**src/rtl/adxl362_spi_responder.sv**
```systemverilog
// ADXL362 SPI register-interface responder (SPI mode 0, read 0x0B / write 0x0A).
// Serves a 64-byte register map: ID, sample data, status and writable config.
module adxl362_spi_responder #(
  parameter int unsigned SYNC_STAGES = 2,
  parameter logic [7:0]  REVID       = 8'h01
) (
  input  logic        Clock,
  input  logic        Reset,
  input  logic        SCLK,
  input  logic        MOSI,
  input  logic        CS,
  output logic        MISO,
  input  logic        sampleValid,
  input  logic [11:0] sampleX,
  input  logic [11:0] sampleY,
  input  logic [11:0] sampleZ,
  output logic        busy,
  output logic        wrStrobe,
  output logic [5:0]  wrAddr,
  output logic [7:0]  wrData,
  output logic [7:0]  powerCtl,
  output logic        measuring
);

  typedef enum logic [2:0] {
    ST_IDLE,
    ST_CMD,
    ST_ADDR,
    ST_RDATA,
    ST_WDATA,
    ST_IGNORE
  } state_t;

  state_t state, state_next;

  logic [SYNC_STAGES-1:0] sclk_sync, mosi_sync, cs_sync;
  logic sclk_d, cs_d;
  logic sclk_s, mosi_s, cs_s;
  logic sclk_rise, sclk_fall, cs_rise, cs_fall;

  logic [2:0] cnt;
  logic [6:0] sh;
  logic [7:0] rx_byte;
  logic [7:0] tx;
  logic [5:0] addr;
  logic       rd_cmd;
  logic       data_hit;
  logic       byte_done;

  logic [5:0] fetch_addr;
  logic [7:0] rd_data;
  logic       wr_commit, soft_commit, copy, data_addr;

  logic [7:0]  rw_regs [0:15];
  logic [11:0] sx, sy, sz;
  logic [11:0] dx, dy, dz;
  logic        pend;
  logic        data_ready;

  // Synchronisers and edge-detect flops; left unreset so a reset with CS held
  // low does not fabricate a CS fall.
  always_ff @(posedge Clock) begin
    sclk_sync <= {sclk_sync[SYNC_STAGES-2:0], SCLK};
    mosi_sync <= {mosi_sync[SYNC_STAGES-2:0], MOSI};
    cs_sync   <= {cs_sync[SYNC_STAGES-2:0], CS};
    sclk_d    <= sclk_sync[SYNC_STAGES-1];
    cs_d      <= cs_sync[SYNC_STAGES-1];
  end

  assign sclk_s    = sclk_sync[SYNC_STAGES-1];
  assign mosi_s    = mosi_sync[SYNC_STAGES-1];
  assign cs_s      = cs_sync[SYNC_STAGES-1];
  assign sclk_rise = sclk_s & ~sclk_d;
  assign sclk_fall = ~sclk_s & sclk_d;
  assign cs_rise   = cs_s & ~cs_d;
  assign cs_fall   = ~cs_s & cs_d;
  assign busy      = ~cs_s;

  assign rx_byte   = {sh, mosi_s};
  assign byte_done = sclk_rise && (cnt == 3'd7);

  // State register
  always_ff @(posedge Clock) begin
    if (Reset) state <= ST_IDLE;
    else       state <= state_next;
  end

  // Next-state decode
  always_comb begin
    state_next = state;
    if (cs_rise) begin
      state_next = ST_IDLE;
    end else begin
      case (state)
        ST_IDLE: if (cs_fall) state_next = ST_CMD;
        ST_CMD:  if (byte_done)
                   state_next = (rx_byte == 8'h0B || rx_byte == 8'h0A) ? ST_ADDR : ST_IGNORE;
        ST_ADDR: if (byte_done) state_next = rd_cmd ? ST_RDATA : ST_WDATA;
        default: ;
      endcase
    end
  end

  // Register read mux and write/sample control decode
  always_comb begin
    fetch_addr = (state == ST_ADDR) ? rx_byte[5:0] : addr + 6'd1;
    rd_data    = '0;
    case (fetch_addr)
      6'h00: rd_data = 8'hAD;
      6'h01: rd_data = 8'h1D;
      6'h02: rd_data = 8'hF2;
      6'h03: rd_data = REVID;
      6'h08: rd_data = dx[11:4];
      6'h09: rd_data = dy[11:4];
      6'h0A: rd_data = dz[11:4];
      6'h0B: rd_data = {7'b0, data_ready};
      6'h0E: rd_data = dx[7:0];
      6'h0F: rd_data = {{4{dx[11]}}, dx[11:8]};
      6'h10: rd_data = dy[7:0];
      6'h11: rd_data = {{4{dy[11]}}, dy[11:8]};
      6'h12: rd_data = dz[7:0];
      6'h13: rd_data = {{4{dz[11]}}, dz[11:8]};
      default:
        if (fetch_addr >= 6'h20 && fetch_addr <= 6'h2E) rd_data = rw_regs[fetch_addr[3:0]];
    endcase
    wr_commit   = (state == ST_WDATA) && byte_done && !cs_rise &&
                  (addr >= 6'h20) && (addr <= 6'h2E);
    soft_commit = (state == ST_WDATA) && byte_done && !cs_rise &&
                  (addr == 6'h1F) && (rx_byte == 8'h52);
    copy        = cs_s && pend;
    data_addr   = ((addr >= 6'h08) && (addr <= 6'h0A)) ||
                  ((addr >= 6'h0E) && (addr <= 6'h13));
  end

  // SPI shift, address, TX and write-port datapath
  always_ff @(posedge Clock) begin
    if (Reset) begin
      cnt      <= '0;
      sh       <= '0;
      tx       <= '0;
      addr     <= '0;
      rd_cmd   <= 1'b0;
      data_hit <= 1'b0;
      MISO     <= 1'b0;
      wrStrobe <= 1'b0;
      wrAddr   <= '0;
      wrData   <= '0;
    end else begin
      wrStrobe <= 1'b0;
      if (cs_rise || cs_fall) begin
        cnt  <= '0;
        MISO <= 1'b0;
        if (cs_fall) data_hit <= 1'b0;
      end else begin
        if (state != ST_RDATA) MISO <= 1'b0;
        if (sclk_rise && (state != ST_IDLE) && (state != ST_IGNORE)) begin
          sh  <= rx_byte[6:0];
          cnt <= cnt + 3'd1;
        end
        if (byte_done) begin
          case (state)
            ST_CMD:  rd_cmd <= (rx_byte == 8'h0B);
            ST_ADDR: begin
              addr <= rx_byte[5:0];
              if (rd_cmd) tx <= rd_data;
            end
            ST_RDATA: begin
              addr <= addr + 6'd1;
              tx   <= rd_data;
            end
            ST_WDATA: begin
              addr <= addr + 6'd1;
              if (wr_commit) begin
                wrStrobe <= 1'b1;
                wrAddr   <= addr;
                wrData   <= rx_byte;
              end
            end
            default: ;
          endcase
        end
        // addr always names the byte held in tx, so the first fall of a byte
        // is where it is actually returned to the initiator.
        if ((state == ST_RDATA) && sclk_fall) begin
          MISO <= tx[7];
          tx   <= {tx[6:0], 1'b0};
          if ((cnt == 3'd0) && data_addr) data_hit <= 1'b1;
        end
      end
    end
  end

  // Register file, sample shadow/data registers and DATA_READY
  always_ff @(posedge Clock) begin
    if (Reset) begin
      for (int unsigned i = 0; i < 16; i++) rw_regs[i] <= '0;
      sx         <= '0;
      sy         <= '0;
      sz         <= '0;
      dx         <= '0;
      dy         <= '0;
      dz         <= '0;
      pend       <= 1'b0;
      data_ready <= 1'b0;
    end else begin
      if (sampleValid) begin
        sx   <= sampleX;
        sy   <= sampleY;
        sz   <= sampleZ;
        pend <= 1'b1;
      end else if (copy) begin
        pend <= 1'b0;
      end
      if (copy) begin
        dx <= sx;
        dy <= sy;
        dz <= sz;
      end
      if (wr_commit) rw_regs[addr[3:0]] <= rx_byte;
      if (soft_commit)
        for (int unsigned i = 0; i < 16; i++) rw_regs[i] <= '0;
      if (copy)
        data_ready <= 1'b1;
      else if (soft_commit || (cs_rise && data_hit))
        data_ready <= 1'b0;
    end
  end

  assign powerCtl  = rw_regs[13];
  assign measuring = (powerCtl[1:0] == 2'b10);

endmodule

```
**config.mk**
```make
export PLATFORM = sky130hd
export DESIGN_NAME = adxl362_spi_responder
export DESIGN_NICKNAME = d
export VERILOG_FILES = /design/src/rtl/adxl362_spi_responder.sv
export SDC_FILE = /design/constraint.sdc
export NUM_CORES = 1
export LEC_CHECK = 0
export ABC_CLOCK_PERIOD_IN_PS = 3200
export CORE_ASPECT_RATIO = 1.1
export CORE_MARGIN = 5
export CORE_UTILIZATION = 34
export CTS_BUF_LIST = sky130_fd_sc_hd__clkbuf_8
export DETAILED_ROUTE_END_ITERATION = 10
export GPL_ROUTABILITY_DRIVEN = 0
export HOLD_SLACK_MARGIN = 0.02
export PLACE_DENSITY_LB_ADDON = 0.2
export RECOVER_POWER = 25
export SETUP_SLACK_MARGIN = 0.2
export SLEW_MARGIN = 15
export SYNTH_ARGS = -nofsm -noshare
export SYNTH_HDL_FRONTEND = slang
export SYNTH_SLANG_ARGS = --single-unit
```
**constraint.sdc**
```tcl
create_clock -name Clock -period 3.2 [get_ports Clock]
set_input_delay 0.8 -clock Clock [delete_from_list [all_inputs] [get_ports Clock]]
set_output_delay 0.8 -clock Clock [all_outputs]
set_load 0.01 [all_outputs]
```
# Word level (Yosys, flattened, before mapping)
# Memories as Yosys holds them, arrays and structs flattened.
# Index checks and enable logic that the tools add are counted.
# totals
ff_bits	127
ram_bits	128
in_bits	42
output_inout_bits	26
elab_cells	189
mem_count	1
# op_classes
addsub	2
n_lt_le_gt_ge	8
eq_ne	30
mux	51
n_bitwise	27
n_reduce_logical	46
# memory_table
name	depth	width	read_ports	rd_ports_with_merged_regs	write_ports	line_no	text
rw_regs	16	8	2	0	16	54	logic [7:0] rw_regs [0:15];
# ops
operator	count
$mux W8	21
$pmux W8 S14	1
$eq A6 B4 Y1 const B	6
$eq A6 B5 Y1 const B	5
$mux W1	19
$eq A8 B4 Y1 const B	2
$logic_and A1 B1 Y1	16
$or A1 B1 Y1	16
$pmux W8 S2	1
$mux W3	5
$reduce_bool A2 Y1	7
$eq A6 B2 Y1 const B	2
$ge A6 B4 Y1 const B	2
$ge A6 B6 Y1 const B	2
$le A6 B6 Y1 const B	2
$pmux W6 S2	1
$reduce_and A4 Y1	3
$pmux W3 S3	1
$reduce_and A3 Y1	3
$reduce_bool A3 Y1	3
$eq A8 B7 Y1 const B	1
$ne A2 B2 Y1 const B	4
$reduce_or A8 Y1	1
$not A1 Y1	7
other kinds (21)	33

# Longest topological paths before layout
# depth
depth_word	12
mapped_depth	13
depth_no_buf	10

# Least setup slack after synthesis
# Ideal clock, no wire load.
# synth_path
path_type	flip-flop to flip-flop
from	register cnt[1]
to	memory rw_regs[10][0], enable pin
setup_ns	0.329
arrival_ns	2.460
t_required_ns	2.871
slack_ns	0.411
path_stages_with_launch	11
n_path_buf	2
period_less_slack_ns	2.789
cell_sequence	dfxtp_1 -> ha_1 -> ha_1 -> and2_1 -> nand4b_1 -> or4_1 -> buf_2 -> nor3b_2 -> clkbuf_1 -> nand2_1 -> nand2_1
# synth_rtl
item	line_no	text
start: declaration	41	logic [2:0] cnt;
start signal: assignment	158	cnt <= cnt + 3'd1;
end: declaration	54	

# Worst setup path after layout
# layout_path
from	register state[2]
to	register tx[6]
# layout_between
elab_chain_len	10
elab_cells_between_ends	32
classes_between	order compare (2); eq/ne (16); mux (7); reduce/logical (6); memory (1)
# layout_rtl
item	line_no	text
start: declaration	34	state_t state, state_next;
start signal: assignment	85	else state <= state_next;
$eq A3 B2 Y1	106, 161	
$mux W6	106	fetch_addr = (state == ST_ADDR) ? rx_byte[5:0] : addr + 6'd1;
$ge A6 B6 Y1 or $le A6 B6 Y1 (tied branches)	124	if (fetch_addr >= 6'h20 && fetch_addr <= 6'h2E) rd_data = rw_regs[fetch_addr[3:0]];
$logic_and A1 B1 Y1	124	
$mux W8	124	
$pmux W8 S14	108	case (fetch_addr)
$mux W8	165	if (rd_cmd) tx <= rd_data;
$pmux W8 S2	161	case (state)
$mux W8	160	if (byte_done) begin
$mux W8	184	if ((state == ST_RDATA) && sclk_fall) begin
end signal: assignment	165	
end signal: assignment	169	tx <= rd_data;
end signal: assignment	186	tx <= {tx[6:0], 1'b0};
end: declaration	44	logic [7:0] tx;
# Several ways; a longest one is shown, not always the timed one. The select of a mux whose other input is x is not followed.
# A chain may end at the register's enable or synchronous reset.

==> impl_metrics.py <==
metrics = {
    "run_status": {
        "status": "complete, but fails checks",
        "failed_checks": "capacitance limit, slew limit",
    },
    "place": {
        "dp_hpwl_um": 26130,
        "placed_area_mm2": 0.01366,
        "dp.cells": 1783,
        "portBuffers": 67,
    },
    "clocking": {
        "ctsLongestPathBuffers": 3,
        "clk_pin_slew_ns": 0.06,
        "cts_hold_buf": 0,
        "cts_root_buf": "clkbuf_8",
        "clock_latency_ns": 0.56,
        "cts_sinks": 255,
        "cts.htree.levels": 2,
        "numCtsBuffers": 44,
        "tritoncts": "built",
    },
    "synth": {
        "synth_top_cell_by_area": "edfxtp_1",
        "yosys.cell_types.count": 79,
        "synth_area_mm2": 0.01220,
        "synth_async_sr_flop_share": 0,
        "synth_commonest_cells": "nand2_1, and3_1, edfxtp_1",
        "syn_nets": 1315,
        "synth.most_common_cell": "nand2_1",
        "ys_seq_elements": 255,
        "yosysWarnings": 0,
        "synthTopCellsByArea": "edfxtp_1, dfxtp_1, nand2_1, and3_1, mux2i_1",
        "synthCells": 1263,
        "synth_edf_count": 128,
        "yosysTopAreaCellShare": 0.3152,
        "syn_avg_cell_area_um2": 9.656,
        "ys.flop_type": "edfxtp_1",
        "ys_seq_area_frac": 0.5236,
    },
    "detailed_routing": {
        "vias": 9896,
        "viasPerCell": 5.309,
        "wl_per_cell_um": 20.38,
        "drc": 0,
        "ant_nets": 0,
        "dr.pass1.iters": 5,
        "routed_wirelength_um": 37980,
        "drtIter0Drc": 919,
    },
    "floorplanning": {
        "ioPinCount": 68,
        "die_x_um": 190.6,
        "initial_core_util": 0.3453,
        "fp-row-count": 72,
        "die_area_mm2": 0.03976,
        "core_area_mm2": 0.03531,
        "die_y_um": 208.6,
    },
    "critical_path": {
        "ff2ff_path_depth": 11,
        "endpoint": "tx[6]$_SDFFE_PP0P_",
        "crit_type": "reg2reg",
        "critPathMaxFanout": 24,
        "reg2reg_slack_ns": 0.31,
        "setup.worst_path.start": "state[2]$_SDFFE_PP0P_",
        "end_kind": "flop",
        "r2r-end": "tx[6]$_SDFFE_PP0P_",
        "r2r-start": "state[2]$_SDFFE_PP0P_",
        "cp.required_ns": 3.70,
        "cp.arrival_ns": 3.39,
        "cp-start-kind": "flop",
    },
    "sta": {
        "fin_setup_tns_ns": 0,
        "relSlewSlack": -0.02168,
        "min_period_over_period": 0.9033,
        "hold_viol": 0,
        "fmax_mhz": 345.9,
        "finalCriticalPeriod_ns": 2.891,
        "rsz0062_at_grt": "no",
        "final-setup-viol-count": 0,
        "worstMarginPinSlew_ns": 1.533,
        "slew_violations": 112,
        "finClkSkew_ns": 0.02243,
    },
    "power_and_ir_drop": {
        "p_int_w": 0.005317,
        "pwr-share-comb": 0.047,
        "p_clk_frac": 0.429,
        "p_seq_frac": 0.523,
        "ir_drop_uv": 268.6,
        "swShare": 0.2272,
        "p_sw_w": 0.001563,
        "leakage_nw": 5.928,
        "powerDensity_mw_per_mm2": 471.9,
    },
    "finish": {
        "register_area_mm2": 0.006386,
        "diodes": 0,
        "fillers": 3536,
        "area_growth_pct": 19.55,
        "nets": 1402,
        "fin_area_mm2": 0.01458,
        "layout-drive-gt1-share": 0.1367,
        "final_util": 0.4129,
        "fin_cells": 1864,
        "multiInputGateArea_mm2": 0.005355,
    },
    "global_route": {
        "globalRoute.totalOverflow": 0,
        "antenna_found_initial": 1,
        "grt_util_all_layers": 0.1875,
        "grt_max_degree": 75,
        "grt_pass1_wl_um": 58640,
        "grt_pass1_vias": 9938,
    },
    "hold_path": {
        "hp-class": "reg2reg",
    },
    "run": {
        "cap_violations": 2,
    },
}
==> registers in the layout, summed over array words and instances, names as in the netlist, 7 cells and up <==
| register | count |
|---|---|
| wrData | 8 |
| rw_regs | 128 |
| sh | 7 |
| dx | 12 |
| dy | 12 |
| sz | 12 |
| sx | 12 |
| dz | 12 |
| sy | 12 |
| tx | 8 |
==> power by group through the flow <==
stage	logic [W]	clock network, W	registers (W)
2_1_floorplan	0.000187	0	0.00364
3_3_place_gp	0.000323	0	0.00367
3_5_place_dp	0.000325	0	0.00367
4_1_cts	0.000327	0.00305	0.00360
5_1_grt	0.000356	0.00321	0.00361
6_report	0.000324	0.00295	0.00360
==> worst min path at each step <==
stage / from / end / cells after the start
2_1_floorplan: cs_sync[0]$_DFF_P_ / cs_sync[1]$_DFF_P_ / 0
3_3_place_gp: mosi_sync[0]$_DFF_P_ / mosi_sync[1]$_DFF_P_ / 0
3_5_place_dp: cs_sync[0]$_DFF_P_ / cs_sync[1]$_DFF_P_ / 0
4_1_cts: mosi_sync[0]$_DFF_P_ / mosi_sync[1]$_DFF_P_ / 0
5_1_grt: cs_sync[0]$_DFF_P_ / cs_sync[1]$_DFF_P_ / 0
6_report: mosi_sync[0]$_DFF_P_ / mosi_sync[1]$_DFF_P_ / 0
==> worst max-delay path, stage by stage, from the launching register on <==
cell and delay, ns:
dfxtp_1 0.30, or3b_1 0.50, buf_4 0.24, mux2i_4 0.34
buf_12 0.23, buf_4 0.20, nand2_1 0.06, and3_1 0.19
a31oi_1 0.26, a22oi_1 0.21, nand4b_1 0.14, and3_1 0.16
==> metrics by stage <==
step	total power (W)	hold WS, ns	setup WS, ns
floorplan	0.003830	0.3096	0.4114
global placement	0.003993	0.3182	0.2204
detailed placement	0.003995	0.3157	0.1812
CTS	0.006977	0.3295	0.2096
global route	0.007179	0.3348	0.1967
finish	0.006881	0.3255	0.3094
==> timing repair <==
| action | in CTS | in global routing |
|---|---|---|
| buffers inserted | 2 | 0 |
| gates resized for setup | 1 | 19 |
| endpoints found under the setup margin | 4 | 127 |
==> kinds of logic (layout without fill, tap and decap cells) <==
group	count (synthesis)	in the layout	share of synthesized area
flip-flops	255	255	0.5236
multiplexers	78	78	0.07192
buffers and inverters	124	244	0.04360
AND/OR/NAND/NOR	593	593	0.2373
XOR/XNOR	5	5	0.003591
adder cells (fa/ha/maj)	10	10	0.01026
AO/OA/AOI/OAI	198	198	0.1097
==> placed cells by master (no fill, tap or decap), drive strengths merged, types with 11 or more instances in the layout <==
cell	netlist	final
nand2	250	250
and3	140	140
edfxtp	128	128
dfxtp	127	127
nor2	80	80
a21oi	78	78
buf	32	77
mux2i	69	69
clkbuf	77	60
clkdlybuf4s50	0	59
nand3	48	48
inv	15	32
o21ai	22	22
nand4	17	17
a31oi	14	14
nor3	14	14
a22oi	11	11
==> per-layer routing <==
layer  wire length, um  global-route usage
met4              1272             0.06639
met2             17670              0.3019
met5                 0                   0
met3              2020             0.03421
met1             17020              0.2539
==> area by class of cell <==
cell class                      count  area share
Tap cell                          481     0.04128
Clock inverter                     27     0.01150
Sequential cell                   255      0.4380
Timing Repair Buffer              150     0.08899
Inverter                           15    0.003862
Multi-Input combinational cell    884      0.3673
Clock buffer                       52     0.04909
(Power assumes the default switching activity.)
